### config.mk
export PLATFORM = sky130hd
export DESIGN_NAME = req_ack_32bit_receiver
export DESIGN_NICKNAME = d
export VERILOG_FILES = /design/src/rtl/req_ack_32bit_receiver.sv
export SDC_FILE = /design/constraint.sdc
export NUM_CORES = 1
export LEC_CHECK = 0
export ABC_AREA = 1
export BUFFER_PORTS_ARGS = -buffer_cell sky130_fd_sc_hd__buf_2
export CORE_MARGIN = 4
export CORE_UTILIZATION = 23
export DETAILED_ROUTE_END_ITERATION = 10
export GPL_TIMING_DRIVEN = 1
export PLACE_DENSITY_LB_ADDON = 0.05
export SYNTH_ARGS = -nofsm -noshare
export SYNTH_HDL_FRONTEND = slang
export SYNTH_SLANG_ARGS = --single-unit
### constraint.sdc
create_clock -name clk -period 8.1 [get_ports clk]
set_input_delay 1.62 -clock clk [delete_from_list [all_inputs] [get_ports clk]]
set_output_delay 1.62 -clock clk [all_outputs]
set_load 0.005 [all_outputs]
### src/rtl/req_ack_32bit_receiver.sv
// rtl/req_ack_32bit_receiver.sv - four-phase req/ack 32-bit receiver packing word pairs into a 64-bit AXI-Stream master
// Optional pending-half flush timer is compiled in with `define RX_TIMEOUT_EN.
module req_ack_32bit_receiver #(
  parameter int SYNC_STAGES    = 2,
  parameter int TIMEOUT_CYCLES = 1024
) (
  input  logic        clk,
  input  logic        rst,
  input  logic [31:0] recv_len,
  output logic [31:0] data_cnt,
  output logic [31:0] tlast_cnt,
  input  logic        request,
  input  logic [31:0] din,
  output logic        acknowledge,
  input  logic        m_axis_tready,
  output logic [63:0] m_axis_tdata,
  output logic        m_axis_tlast,
  output logic        m_axis_tvalid,
  output logic        m_axis_hsked,
  output logic        o_rx_done
);

  localparam logic [0:0] S_IDLE = 1'b0;
  localparam logic [0:0] S_ACK  = 1'b1;

  if (SYNC_STAGES < 2 || TIMEOUT_CYCLES < 1) begin : g_bad_params
    $error("req_ack_32bit_receiver: SYNC_STAGES must be >= 2 and TIMEOUT_CYCLES >= 1");
  end

  logic [SYNC_STAGES-1:0] r_req_sync;
  logic [0:0]             r_state;
  logic                   r_half;
  logic [31:0]            r_hi;
  logic [31:0]            r_beat_cnt;
  logic [31:0]            r_len;

  logic        w_req_s;
  logic        w_out_free;
  logic        w_can_accept;
  logic        w_accept;
  logic        w_load;
  logic        w_hsked;
  logic        w_flush;
  logic [31:0] w_len_eff;
  logic        w_last_by_cnt;

  always_ff @(posedge clk) begin
    if (rst) begin
      r_req_sync <= '0;
    end else begin
      r_req_sync <= {r_req_sync[SYNC_STAGES-2:0], request};
    end
  end

  assign w_req_s      = r_req_sync[SYNC_STAGES-1];
  assign w_hsked      = m_axis_tvalid & m_axis_tready;
  assign w_out_free   = !m_axis_tvalid | m_axis_tready;
  // Withholding acknowledge on the second word is the only backpressure to the sender.
  assign w_can_accept = !r_half | w_out_free;
  assign w_accept     = (r_state == S_IDLE) & w_req_s & w_can_accept;
  assign w_load       = w_accept & r_half;

  // A frame's length is taken from recv_len on its first beat and held until it wraps.
  assign w_len_eff     = (r_beat_cnt == 32'd0) ? recv_len : r_len;
  assign w_last_by_cnt = (w_len_eff != 32'd0) && (r_beat_cnt == w_len_eff - 32'd1);

`ifdef RX_TIMEOUT_EN
  localparam int IDLE_W = $clog2(TIMEOUT_CYCLES + 1);
  logic [IDLE_W-1:0] r_idle_cnt;

  always_ff @(posedge clk) begin
    if (rst || !r_half || w_accept) begin
      r_idle_cnt <= '0;
    end else if (r_idle_cnt != IDLE_W'(TIMEOUT_CYCLES)) begin
      r_idle_cnt <= r_idle_cnt + 1'b1;
    end
  end

  assign w_flush = r_half & (r_idle_cnt == IDLE_W'(TIMEOUT_CYCLES)) & w_out_free & !w_accept;
`else
  assign w_flush = 1'b0;
`endif

  always_ff @(posedge clk) begin
    if (rst) begin
      r_state       <= S_IDLE;
      acknowledge   <= 1'b0;
      r_half        <= 1'b0;
      r_hi          <= 32'd0;
      r_beat_cnt    <= 32'd0;
      r_len         <= 32'd0;
      m_axis_tdata  <= 64'd0;
      m_axis_tlast  <= 1'b0;
      m_axis_tvalid <= 1'b0;
      data_cnt      <= 32'd0;
      tlast_cnt     <= 32'd0;
    end else begin
      case (r_state)
        S_IDLE: begin
          if (w_accept) begin
            acknowledge <= 1'b1;
            r_state     <= S_ACK;
          end
        end
        default: begin
          if (!w_req_s) begin
            acknowledge <= 1'b0;
            r_state     <= S_IDLE;
          end
        end
      endcase

      if (w_accept && !r_half) begin
        r_hi   <= din;
        r_half <= 1'b1;
      end

      // A load in the same cycle as a handshake keeps tvalid high for back-to-back beats.
      if (w_load) begin
        m_axis_tdata  <= {r_hi, din};
        m_axis_tlast  <= w_last_by_cnt;
        m_axis_tvalid <= 1'b1;
        r_half        <= 1'b0;
        if (r_beat_cnt == 32'd0) begin
          r_len <= recv_len;
        end
        if (w_len_eff == 32'd0 || w_last_by_cnt) begin
          r_beat_cnt <= 32'd0;
        end else begin
          r_beat_cnt <= r_beat_cnt + 32'd1;
        end
      end else if (w_flush) begin
        m_axis_tdata  <= {r_hi, 32'h0};
        m_axis_tlast  <= 1'b1;
        m_axis_tvalid <= 1'b1;
        r_half        <= 1'b0;
        r_beat_cnt    <= 32'd0;
      end else if (w_hsked) begin
        m_axis_tvalid <= 1'b0;
        m_axis_tlast  <= 1'b0;
      end

      if (w_hsked) begin
        data_cnt <= data_cnt + 32'd1;
        if (m_axis_tlast) begin
          tlast_cnt <= tlast_cnt + 32'd1;
        end
      end
    end
  end

  assign m_axis_hsked = w_hsked;
  assign o_rx_done    = w_hsked & m_axis_tlast;

endmodule

**After elaboration in Yosys (flattened, before gate mapping)**

Cells that the tools add are included.

- Reductions and logical operators: 13
- Mux-type cells: 11
- Equal/unequal tests: 2
- Add/subtract/negate cells: 4
- Bitwise operators: 8

Operators with widths:

| kind | count |
|---|---|
| $add 32x1->32 const B | 3 |
| $logic_not 32->1 | 2 |
| $mux 32 | 2 |
| $eq 32x32->1 | 1 |
| $reduce_bool 32->1 | 1 |
| $sub 32x1->32 const B | 1 |
| $mux 1 | 9 |
| $and 1x1->1 | 5 |
| $reduce_and 2->1 | 2 |
| $reduce_bool 2->1 | 2 |
| $logic_and 1x1->1 | 2 |
| $logic_not 1->1 | 2 |
| $ne 2x2->1 const B | 1 |
| $or 1x1->1 | 2 |
| $reduce_or 2->1 | 1 |
| $logic_or 1x1->1 | 1 |
| $not 1->1 | 1 |

- Register bits: 231
- Bits of input ports: 68
- Output and inout port bits: 133
- Word-level logic and storage cells: 50

**Longest topological paths before layout**

- Depth after elaboration: 7
- Depth in mapped cells: 29

**Least setup slack after synthesis**

Ideal clock, no wire load.

- Path kind: input to register
- From: input m_axis_tready
- To: register data_cnt[28]
- Path buffers: 0
- Required time: 7,984 ps
- Arrival time: 3,902 ps
- Setup time: 116 ps
- Slack: 4,082 ps
- Stages on the path: 19
- Cell sequence: nand2_1 -> inv_1 -> nand3_1 -> nor2_1 -> nand2_1 -> nor2_1 -> nand2_1 -> nor2_1 -> nand4_1 -> nor2_1 -> nand2_1 -> nor3_1 -> nand3_1 -> nor3_1 -> nand2_1 -> nor2_1 -> inv_1 -> o21ai_0 -> nor2_1

RTL lines:

| what | RTL line | text |
|---|---|---|
| start: declaration | 15 | `input logic m_axis_tready,` |
| end signal: assignment | 144 | `data_cnt <= data_cnt + 32'd1;` |
| end: declaration | 10 | `output logic [31:0] data_cnt,` |

**Worst setup path after layout**

- From: register r_beat_cnt[0]
- To: register r_beat_cnt[11]

- Word-level cells in the longest chain between the ends: 7

Ends and longest elaborated chain:

| what | RTL line | text |
|---|---|---|
| start: declaration | 34 | `logic [31:0] r_beat_cnt;` |
| start signal: assignment | 130 | `r_beat_cnt <= r_beat_cnt + 32'd1;` |
| $logic_not 32->1 | 64 | `assign w_len_eff = (r_beat_cnt == 32'd0) ? recv_len : r_len;` |
| $mux 32 | - |  |
| $sub 32x1->32 | 65 | `assign w_last_by_cnt = (w_len_eff != 32'd0) && (r_beat_cnt == w_len_eff - 32'd1);` |
| $eq 32x32->1 | 65 |  |
| $logic_and 1x1->1 | 65 |  |
| $logic_or 1x1->1 | 127 | `if (w_len_eff == 32'd0 \|\| w_last_by_cnt) begin` |
| $mux 32 * | 127 |  |

Every way passes the cells marked *; elsewhere a longest branch is shown, timed or not.
A chain may end at the register's enable or synchronous reset.

==> results.toml <==
[synth]
synth-edff-count = 0
avgSynthCellArea_sq_um = 6.70
ys_async_sr_fraction_pct = 0
synth-simple-area-share_pct = 31.5
syn_nets = 1823
netlist_area_sq_um = 11700
synth_xor_area_share_pct = 2.43
postSynthCellCount = 1749
synth-warning-count = 0
synth_top_area_cell = "dfxtp_1"
synth_top_area_share_pct = 39.5
synth_cell_types = 43
yosys-top-cells-area = "dfxtp_1 (39%), nand2_1 (14%), inv_1 (7.9%), o21ai_0 (6.5%), nand3_1 (5.5%)"
ys_ff_latch = 231
synth_top_family_by_area = "simple AND/OR/NAND/NOR gates"
synthFlopType = "dfxtp_1"
synthMuxAreaShare_pct = 0
yosysSeqAreaShare_pct = 39.5
synth-compound-area-share_pct = 15.3
synth_fa_ha_area_share_pct = 0.641

[drt]
dr.max_layer_used = "met5"
first_iter_violations = 551
drt_pass1_iterations = 5
num_vias = 11400
wl_met3_mm = 2.34
drt-met1-wl_mm = 18.8
ant_nets = 0
routed-wl-met2_mm = 19.8
via_per_inst = 4.36
wl_mm = 41.6
drc_errors = 0
routedWlPerCell_um = 15.8

[status]
status = "finished, final reports clean"

[grt]
grt_max_degree = 75
grt_usage_pct = 14.7
grt_pass1_wl_mm = 64.1
gr-total-overflow = 0
antenna_found_initial = 5
grt_pass1_vias = 11100

[hold_path]
hold_path_startpoint = "r_req_sync[0]"
hold_class = "flip-flop to flip-flop"

[worst_setup_path]
cp-start-kind = "flip-flop"
max_stage_delay_ns = 0.73
critPathTopFamily = "simple AND/OR/NAND/NOR gates"
crit_slowest_cell = "nor2_4"
timing.rr.start = "r_beat_cnt[0]"
cp.arrival_ns = 5.42
cp.required_ns = 8.52
endpoint_kind = "flip-flop"
cp_common_cell = "nand2_1"
crit_type = "flip-flop to flip-flop"
crit_path_max_fanout = 38
crit_start = "r_beat_cnt[0]"
critPathBufInv = 3

[timing]
slew_viol_final = 0
final_hold_viol_count = 0
post-route-min-period_ns = 5.00
hold_slack_ns = 0.399
relSlewSlack_pct = 32.4
finalCritPeriodShare_pct = 61.7
fin_tns_setup_ns = 0
rsz0062_at_grt = "no"
clock_skew_ns = 0.00897
fmax_ghz = 0.200
setup_viol = 0
fin_ws_ns = 3.10
worst_pin_slew_ns = 1.01

[clock_network]
cts_resized = 0
cts_made_buffers = 29
cts-root-buf = "clkbuf_16"
postCtsHoldBufs = 0
clk_path_buf_depth = 3
cts_tree = "yes"
clkTransAtPathRegs_ns = 0.06
cts.sinks = 231
insertion_delay_ns = 0.57
htree_levels = 1
post-cts-setup-buffer-count = 0

[floorplanning]
dieArea_sq_um = 54600
die_y_um = 234
ios = 201
core_sq_um = 50300
chipWidth_um = 234
rows = 82
initial_utilization_pct = 23.3

[placement]
placed_area_sq_um = 13300
dp_hpwl_mm = 31.1
placed_cells = 2564
numPortBuffers = 200
pre_cts_ws_ns = 3.06
gp_congestion = 0.881

[layout]
syn2layout_area_growth_pct = 22.1
final_cell_mix = "nand2_1 (428), inv_1 (244), dfxtp_1 (231)"
design_area_sq_um = 14300
stdcell_count = 2623
fillers = 5661
final_common_cell = "nand2_1"
drive_above_1_share_pct = 17.6
fin_nets = 1997

[pwr]
ir_drop_uv = 138
leakage_nw = 6.18
p_per_area_nw_per_um2 = 185

[flow_run]
max-cap-violations = 0
flip-flops by register name, summed over array words and instances (netlist names):
signal         count
m_axis_tlast       1
r_hi              32
r_half             1
m_axis_tvalid      1
m_axis_tdata      64
r_beat_cnt        32
data_cnt          32
tlast_cnt         32
r_state            1
r_req_sync         2
r_len             32
acknowledge        1
worst min-delay path: stages (launching register included):
cell	delay (ns)
dfxtp_1	0.29
inv_1	0.04
nor2_1	0.03
path summary, 6_finish.rpt:
kind | endpoint | slack, ns | cells past startpoint
setup / recovery | r_beat_cnt[11] | 3.10 | 25
hold / removal | r_req_sync[1] | 0.40 | 2
setup reg to reg | r_beat_cnt[11] | 3.10 | 25
hold reg to reg | r_req_sync[1] | 0.40 | 2
logic make-up (layout without fill, tap and decap cells):
family / after synthesis / count (layout)
AO/OA/AOI/OAI: 318 / 318
XOR/XNOR: 30 / 30
adder cells (fa/ha/maj): 6 / 6
buffers and inverters: 313 / 510
flip-flops: 231 / 231
other: 0 / 5
AND/OR/NAND/NOR: 851 / 851
Yosys cell counts, types with 2 or more instances:
library cell,n
o21a_1,6
nor3_1,40
o22ai_1,24
ha_1,6
xor2_1,24
nor2_1,163
buf_1,6
nor4_1,12
o211ai_1,3
or2_2,2
nand3b_1,6
nand2_1,430
a21oi_1,89
nor3b_1,2
o21ai_2,4
inv_1,246
a21oi_2,30
nand4_1,19
and2_1,2
dfxtp_1,231
nor2_2,18
a211oi_1,5
clkbuf_1,47
buf_2,4
nor2_4,6
nand2_2,17
nand3_1,129
xnor2_1,4
buf_6,9
o21ai_1,2
o21ai_0,151
area by class of cell:
cell class	count	area (sq um)	share of cell area, %
Inverter	247	930	6.50
Multi-Input combinational cell	1205	5840	40.9
Tap cell	672	841	5.88
Antenna cell	5	12.5	0.0875
Clock buffer	46	890	6.22
Clock inverter	8	87.6	0.613
Sequential cell	231	4620	32.3
Timing Repair Buffer	209	1070	7.47
where the power goes:
group	internal, mW	switching (mW)	total (mW)
clock	0.784	0.530	1.31
combinational	0.0530	0.120	0.173
sequential	1.15	0.00359	1.15
total	1.99	0.653	2.64
stage by stage:
| step | util (%) | total power, mW |
|---|---|---|
| final | 28.4 | 2.64 |
| after CTS | 28.4 | 2.70 |
| after global routing | 28.4 | 2.76 |
| after global placement | 26.5 | 1.35 |
| after detailed placement | 26.5 | 1.35 |
| after floorplan | - | 1.29 |
layer usage:
layer	GRT usage, %	vias up
li1	-	5978
met1	19.5	5226
met2	24.7	198
met3	3.38	42
met4	2.90	2
met5	0	-
(Power assumes the default switching activity.)
